==> config.mk <==
export PLATFORM = sky130hd
export DESIGN_NAME = text_term_writer
export DESIGN_NICKNAME = d
export VERILOG_FILES = /design/src/rtl/text_term_writer.sv
export SDC_FILE = /design/constraint.sdc
export NUM_CORES = 1
export LEC_CHECK = 0
export ABC_AREA = 1
export CAP_MARGIN = 5
export CORE_MARGIN = 4
export CORE_UTILIZATION = 44
export CTS_CLUSTER_DIAMETER = 80
export DETAILED_ROUTE_END_ITERATION = 10
export HOLD_SLACK_MARGIN = 0.1
export PLACE_DENSITY_LB_ADDON = 0.05
export SLEW_MARGIN = 10
export SYNTH_ARGS = -nofsm -noshare
export SYNTH_HDL_FRONTEND = slang
export SYNTH_SLANG_ARGS = --single-unit
==> constraint.sdc <==
create_clock -name pxclk_i -period 1.8 [get_ports pxclk_i]
set_input_delay 0.36 -clock pxclk_i [delete_from_list [all_inputs] [get_ports pxclk_i]]
set_output_delay 0.36 -clock pxclk_i [all_outputs]
set_load 0.005 [all_outputs]
==> src/rtl/text_term_writer.sv <==
// Terminal-style front end: turns an incoming byte stream into text-mode video RAM cell writes,
// tracking cursor and attribute and running hardware screen/line clears.
module text_term_writer #(
    parameter int unsigned COLS         = 30,
    parameter int unsigned ROWS         = 17,
    parameter logic [7:0]  DEFAULT_ATTR = 8'h07,
    parameter logic [7:0]  FILL_CHAR    = 8'h20
) (
    input  logic        pxclk_i,
    input  logic        rstn_i,
    input  logic [7:0]  data_i,
    input  logic        valid_i,
    output logic        ready_o,
    output logic        ram_we_o,
    output logic [9:0]  ram_addr_o,
    output logic [15:0] ram_data_o,
    output logic [4:0]  cur_row_o,
    output logic [4:0]  cur_col_o,
    output logic        busy_o
);

    localparam int unsigned POS_W  = 5;
    localparam int unsigned ADDR_W = 2 * POS_W;
    localparam int unsigned CHAR_W = 8;
    localparam int unsigned DATA_W = 2 * CHAR_W;

    localparam logic [POS_W-1:0] COL_LAST = POS_W'(COLS - 1);
    localparam logic [POS_W-1:0] ROW_LAST = POS_W'(ROWS - 1);

    localparam logic [CHAR_W-1:0] CH_BS    = 8'h08;
    localparam logic [CHAR_W-1:0] CH_LF    = 8'h0A;
    localparam logic [CHAR_W-1:0] CH_FF    = 8'h0C;
    localparam logic [CHAR_W-1:0] CH_CR    = 8'h0D;
    localparam logic [CHAR_W-1:0] CH_ESC   = 8'h1B;
    localparam logic [CHAR_W-1:0] PRINT_LO = 8'h20;
    localparam logic [CHAR_W-1:0] PRINT_HI = 8'h7E;

    typedef enum logic [1:0] {
        ST_IDLE       = 2'd0,
        ST_ESC        = 2'd1,
        ST_CLR_SCREEN = 2'd2,
        ST_CLR_LINE   = 2'd3
    } state_t;

    state_t state, state_nxt;

    logic [POS_W-1:0]  row_q, row_nxt;
    logic [POS_W-1:0]  col_q, col_nxt;
    logic [POS_W-1:0]  clr_row_q, clr_row_nxt;
    logic [POS_W-1:0]  clr_col_q, clr_col_nxt;
    logic [CHAR_W-1:0] attr_q, attr_nxt;

    logic              we_nxt;
    logic [ADDR_W-1:0] addr_nxt;
    logic [DATA_W-1:0] data_nxt;
    logic              ready_nxt;
    logic              busy_nxt;

    logic              accept;
    logic              is_print;
    logic              col_at_end;
    logic              clr_col_end;
    logic              clr_row_end;
    logic [POS_W-1:0]  row_adv;
    logic              rx_state_now;
    logic              rx_state_next;

    assign accept      = valid_i & ready_o;
    assign is_print    = (data_i >= PRINT_LO) && (data_i <= PRINT_HI);
    assign col_at_end  = (col_q == COL_LAST);
    assign clr_col_end = (clr_col_q == COL_LAST);
    assign clr_row_end = (clr_row_q == ROW_LAST);
    // Cursor row step with wrap, no scrolling
    assign row_adv     = (row_q == ROW_LAST) ? '0 : row_q + POS_W'(1);

    assign rx_state_now  = (state == ST_IDLE) || (state == ST_ESC);
    assign rx_state_next = (state_nxt == ST_IDLE) || (state_nxt == ST_ESC);

    assign cur_row_o = row_q;
    assign cur_col_o = col_q;

    // State register
    always_ff @(posedge pxclk_i or negedge rstn_i) begin
        if (!rstn_i) begin
            state <= ST_CLR_SCREEN;
        end else begin
            state <= state_nxt;
        end
    end

    // Next-state logic
    always_comb begin
        state_nxt = state;
        unique case (state)
            ST_IDLE: begin
                if (accept) begin
                    if (is_print) begin
                        if (col_at_end) begin
                            state_nxt = ST_CLR_LINE;
                        end
                    end else begin
                        case (data_i)
                            CH_LF:   state_nxt = ST_CLR_LINE;
                            CH_FF:   state_nxt = ST_CLR_SCREEN;
                            CH_ESC:  state_nxt = ST_ESC;
                            default: state_nxt = ST_IDLE;
                        endcase
                    end
                end
            end
            ST_ESC: begin
                if (accept) begin
                    state_nxt = ST_IDLE;
                end
            end
            ST_CLR_SCREEN: begin
                if (clr_col_end && clr_row_end) begin
                    state_nxt = ST_IDLE;
                end
            end
            ST_CLR_LINE: begin
                if (clr_col_end) begin
                    state_nxt = ST_IDLE;
                end
            end
            default: state_nxt = ST_CLR_SCREEN;
        endcase
    end

    // Output and datapath next values
    always_comb begin
        row_nxt     = row_q;
        col_nxt     = col_q;
        clr_row_nxt = clr_row_q;
        clr_col_nxt = clr_col_q;
        attr_nxt    = attr_q;
        we_nxt      = 1'b0;
        addr_nxt    = ram_addr_o;
        data_nxt    = ram_data_o;
        // Ready only once the previous cycle was already a receive state, so it
        // rises one cycle after the last clear write and drops as a clear starts
        ready_nxt   = rx_state_now && rx_state_next;
        busy_nxt    = !ready_nxt;

        unique case (state)
            ST_IDLE: begin
                if (accept) begin
                    if (is_print) begin
                        we_nxt   = 1'b1;
                        addr_nxt = {row_q, col_q};
                        data_nxt = {attr_q, data_i};
                        if (col_at_end) begin
                            col_nxt     = '0;
                            row_nxt     = row_adv;
                            clr_row_nxt = row_adv;
                            clr_col_nxt = '0;
                        end else begin
                            col_nxt = col_q + POS_W'(1);
                        end
                    end else begin
                        case (data_i)
                            CH_CR: begin
                                col_nxt = '0;
                            end
                            CH_LF: begin
                                row_nxt     = row_adv;
                                clr_row_nxt = row_adv;
                                clr_col_nxt = '0;
                            end
                            CH_BS: begin
                                if (col_q != '0) begin
                                    col_nxt  = col_q - POS_W'(1);
                                    we_nxt   = 1'b1;
                                    addr_nxt = {row_q, col_q - POS_W'(1)};
                                    data_nxt = {attr_q, FILL_CHAR};
                                end
                            end
                            CH_FF: begin
                                row_nxt     = '0;
                                col_nxt     = '0;
                                clr_row_nxt = '0;
                                clr_col_nxt = '0;
                            end
                            default: begin
                            end
                        endcase
                    end
                end
            end
            ST_ESC: begin
                if (accept) begin
                    attr_nxt = data_i;
                end
            end
            ST_CLR_SCREEN, ST_CLR_LINE: begin
                we_nxt   = 1'b1;
                addr_nxt = {clr_row_q, clr_col_q};
                data_nxt = {attr_q, FILL_CHAR};
                if (clr_col_end) begin
                    clr_col_nxt = '0;
                    if (state == ST_CLR_SCREEN) begin
                        clr_row_nxt = clr_row_end ? '0 : clr_row_q + POS_W'(1);
                    end
                end else begin
                    clr_col_nxt = clr_col_q + POS_W'(1);
                end
            end
            default: begin
            end
        endcase
    end

    // Datapath and output registers
    always_ff @(posedge pxclk_i or negedge rstn_i) begin
        if (!rstn_i) begin
            row_q      <= '0;
            col_q      <= '0;
            clr_row_q  <= '0;
            clr_col_q  <= '0;
            attr_q     <= DEFAULT_ATTR;
            ram_we_o   <= 1'b0;
            ram_addr_o <= '0;
            ram_data_o <= '0;
            ready_o    <= 1'b0;
            busy_o     <= 1'b1;
        end else begin
            row_q      <= row_nxt;
            col_q      <= col_nxt;
            clr_row_q  <= clr_row_nxt;
            clr_col_q  <= clr_col_nxt;
            attr_q     <= attr_nxt;
            ram_we_o   <= we_nxt;
            ram_addr_o <= addr_nxt;
            ram_data_o <= data_nxt;
            ready_o    <= ready_nxt;
            busy_o     <= busy_nxt;
        end
    end

endmodule
==> flow_summary.json <==
{
  "outcome": "finished, final reports clean",
  "synth.most_common_cell": "nand2_1",
  "synth_edf_count": 0,
  "drv_slew": 0,
  "fin_crit_ns": 1.71,
  "cap_violations": 0,
  "place.gp.congestion": 0.902,
  "vias": 2945,
  "synth_top_area_cell": "dfrtp_1",
  "ys_seq_area_share_pct": 46.5,
  "pin_count": 50,
  "cts_htree_levels": 3,
  "fp.dieH_um": 93.2,
  "total_power_mw": 4.03,
  "synth_cell_types": 30,
  "grt_use_total_pct": 18.3,
  "critPathSlowestCell": "clkdlybuf4s50_1",
  "netlist_area_mm2": 0.00319,
  "start_kind": "register",
  "setup_tns_ns": 0,
  "first_iter_violations": 158,
  "tritoncts": "done",
  "cts.sinks": 59,
  "crit_chain": "clkdlybuf4s50_1",
  "nNetsFinal": 510,
  "worst-path-max-fanout": 7,
  "dr.pass1.iters": 4,
  "post_route_cells_drive_above_1_share_pct": 16.0,
  "synth_fp_nets": 431,
  "gr-total-overflow": 0,
  "clkTransAtPathRegs_ns": 0.07,
  "num_rows": 30,
  "crit_type": "register to primary output",
  "rsz0062_at_grt": "false",
  "grt_max_degree": 60,
  "wl_per_cell_um": 12.6,
  "hold_viol_final": 0,
  "synthTopCellsByCount": "nand2_1 (157), dfrtp_1 (54), inv_1 (29)",
  "stdcell_area_mm2": 0.00426,
  "die_w_um": 93.2,
  "synth_top_area_share_pct": 42.4,
  "synth_ff_type": "dfrtp_1",
  "yosys_register_bits": 59,
  "maxSlewHeadroom_pct": 74.7,
  "synth_area_leaders": "dfrtp_1 (42%), nand2_1 (18%), dfstp_2 (4.1%), ha_1 (3.9%), nand3_1 (3.6%)",
  "via_per_inst": 4.99,
  "cp_top_family": "buffers and inverters",
  "routed_wl_um": 7410,
  "clock.fmax_ghz": 0.584,
  "fin_crit_sh_pct": 95.1,
  "p_leak_nw": 2.05,
  "cp_num_buf_inv": 1,
  "diodes": 0,
  "grt_pass1_vias": 2680,
  "p_per_area_mw_per_mm2": 946,
  "dieArea_mm2": 0.00868,
  "nFillCells": 660,
  "clk_root_buffer_cell": "clkbuf_8",
  "ir_drop_v": 0.000704,
  "avgSynthCellArea_um2": 7.78,
  "cp-end-kind": "primary output",
  "netlist_instances": 410,
  "place_area_mm2": 0.00399,
  "dpl.hpwl_um": 5490,
  "worst_slew_pin_slew_ns": 0.378,
  "drcViolationCount": 0,
  "synthArstFlopShare_pct": 100,
  "clock_skew_ns": 0.00785,
  "critPathMaxStageDelay_ns": 0.55,
  "clock_latency_ns": 0.34,
  "worstPathRequired_ns": 1.44,
  "fin_worst_hold_slack_ns": 0.380,
  "clk_path_buf_depth": 2,
  "yosys_warnings": 0,
  "hold_class": "input pin to register",
  "grt_pass1_wl_um": 12700,
  "ant_nets": 0,
  "numPortBuffers": 49,
  "syn_to_final_growth_pct": 33.6,
  "cts_buffers": 9,
  "crit_arrival_ns": 1.35,
  "core-area_mm2": 0.00691,
  "antenna_found_initial": 0,
  "initial_core_util_pct": 46.2,
  "finalSetupViolCount": 0
}
==> logic make-up after synthesis <==
| kind of cell | Yosys count | share of synthesized area (%) |
|---|---|---|
| compound gates | 51 | 8.67 |
| xor+xnor | 13 | 3.57 |
| flops | 59 | 46.5 |
| buf+inv | 50 | 7.06 |
| fa+ha+maj | 10 | 3.92 |
| simple gates | 227 | 30.3 |
==> registers in the layout, indices dropped and copies added (netlist names), 5 cells and up, named ones only <==
name / count
attr_q: 8
ram_addr_o: 10
cur_col_o: 5
clr_col_q: 5
cur_row_o: 5
clr_row_q: 5
ram_data_o: 16
==> cells in the final DEF (no fill, tap or decap), types with 2 or more instances in the layout <==
master / instances
nand3_2: 3
buf_4: 29
clkinvlp_4: 2
a21oi_1: 6
o211ai_1: 4
bufinv_16: 2
nand4_1: 11
inv_2: 5
nor2_4: 2
nand2_4: 3
dlymetal6s2s_1: 2
dfstp_2: 5
buf_12: 4
ha_1: 10
nand3_1: 23
nand2_2: 3
xor2_1: 8
nor3_1: 4
nor2_1: 21
dfrtp_1: 51
o21ai_0: 16
dfrtp_2: 3
inv_1: 29
a31oi_1: 2
o21ai_1: 20
xnor2_1: 5
nand2_1: 155
clkbuf_8: 10
nor2_2: 2
clkdlybuf4s50_1: 46
==> metrics by stage <==
step / worst slack (ns) / cells / util (%)
after CTS: 0.00719 / 588 / 61.2
after global routing: 0.00901 / 590 / 61.7
final: 0.0877 / 590 / 61.7
after global placement: -0.274 / 571 / 57.7
after floorplan: 0.289 / 410 / -
after detailed placement: -0.272 / 571 / 57.7
==> final timing paths <==
path	start	cells past startpoint	endpoint	slack, ns
max	cur_row_o[3]$_DFFE_PN0P_	1	cur_row_o[3]	0.09
min	data_i[6]	3	ram_data_o[6]$_DFFE_PN0P_	0.38
max reg2reg	cur_col_o[0]$_DFFE_PN0P_	9	clr_row_q[0]$_DFFE_PN0P_	0.20
min reg2reg	attr_q[3]$_DFFE_PN0P_	2	ram_data_o[11]$_DFFE_PN0P_	0.47
max in group asynchronous	rstn_i	3	attr_q[0]$_DFFE_PN1P_	0.95
min in group asynchronous	rstn_i	3	ram_addr_o[6]$_DFFE_PN0P_	0.55
==> report_power, final <==
group          internal (mW)  switching [mW]  total (mW)
Clock                  0.816           0.548        1.36
Sequential              1.51           0.192        1.70
Combinational          0.513           0.451       0.964
==> timing repair <==
action,in CTS,in global routing
endpoints found under the setup margin,0,17
gates resized for setup,0,9
endpoints found under the hold margin,54,0
hold buffers,1,0
buffers inserted,0,2
==> layer usage <==
layer  GRT usage [%]  part of all wire (%)  up-vias
met4            7.20                   1.9        0
met5               0                     0        -
li1                -                     -     1472
met1            26.2                    48     1370
met2            27.1                    44       88
met3            3.54                   5.5       15
==> worst reg2reg max path: cells and delay by family, from the launching register on <==
| kind | cells | cell delay [ns] |
|---|---|---|
| fa+ha+maj | 1 | 0.19 |
| simple gates | 6 | 0.62 |
| buf+inv | 2 | 0.30 |
| flops | 1 | 0.38 |
==> area by class of cell <==
cell class / instances / area [um^2] / area share, %
multi-input combinational: 301 / 1500 / 35.1
tap: 96 / 120 / 2.82
clock inverter: 6 / 88.8 / 2.08
sequential: 59 / 1490 / 34.9
timing repair buffer: 83 / 798 / 18.7
inverter: 35 / 134 / 3.14
clock buffer: 10 / 138 / 3.23
Note: power is estimated with default switching activity, not from simulation.
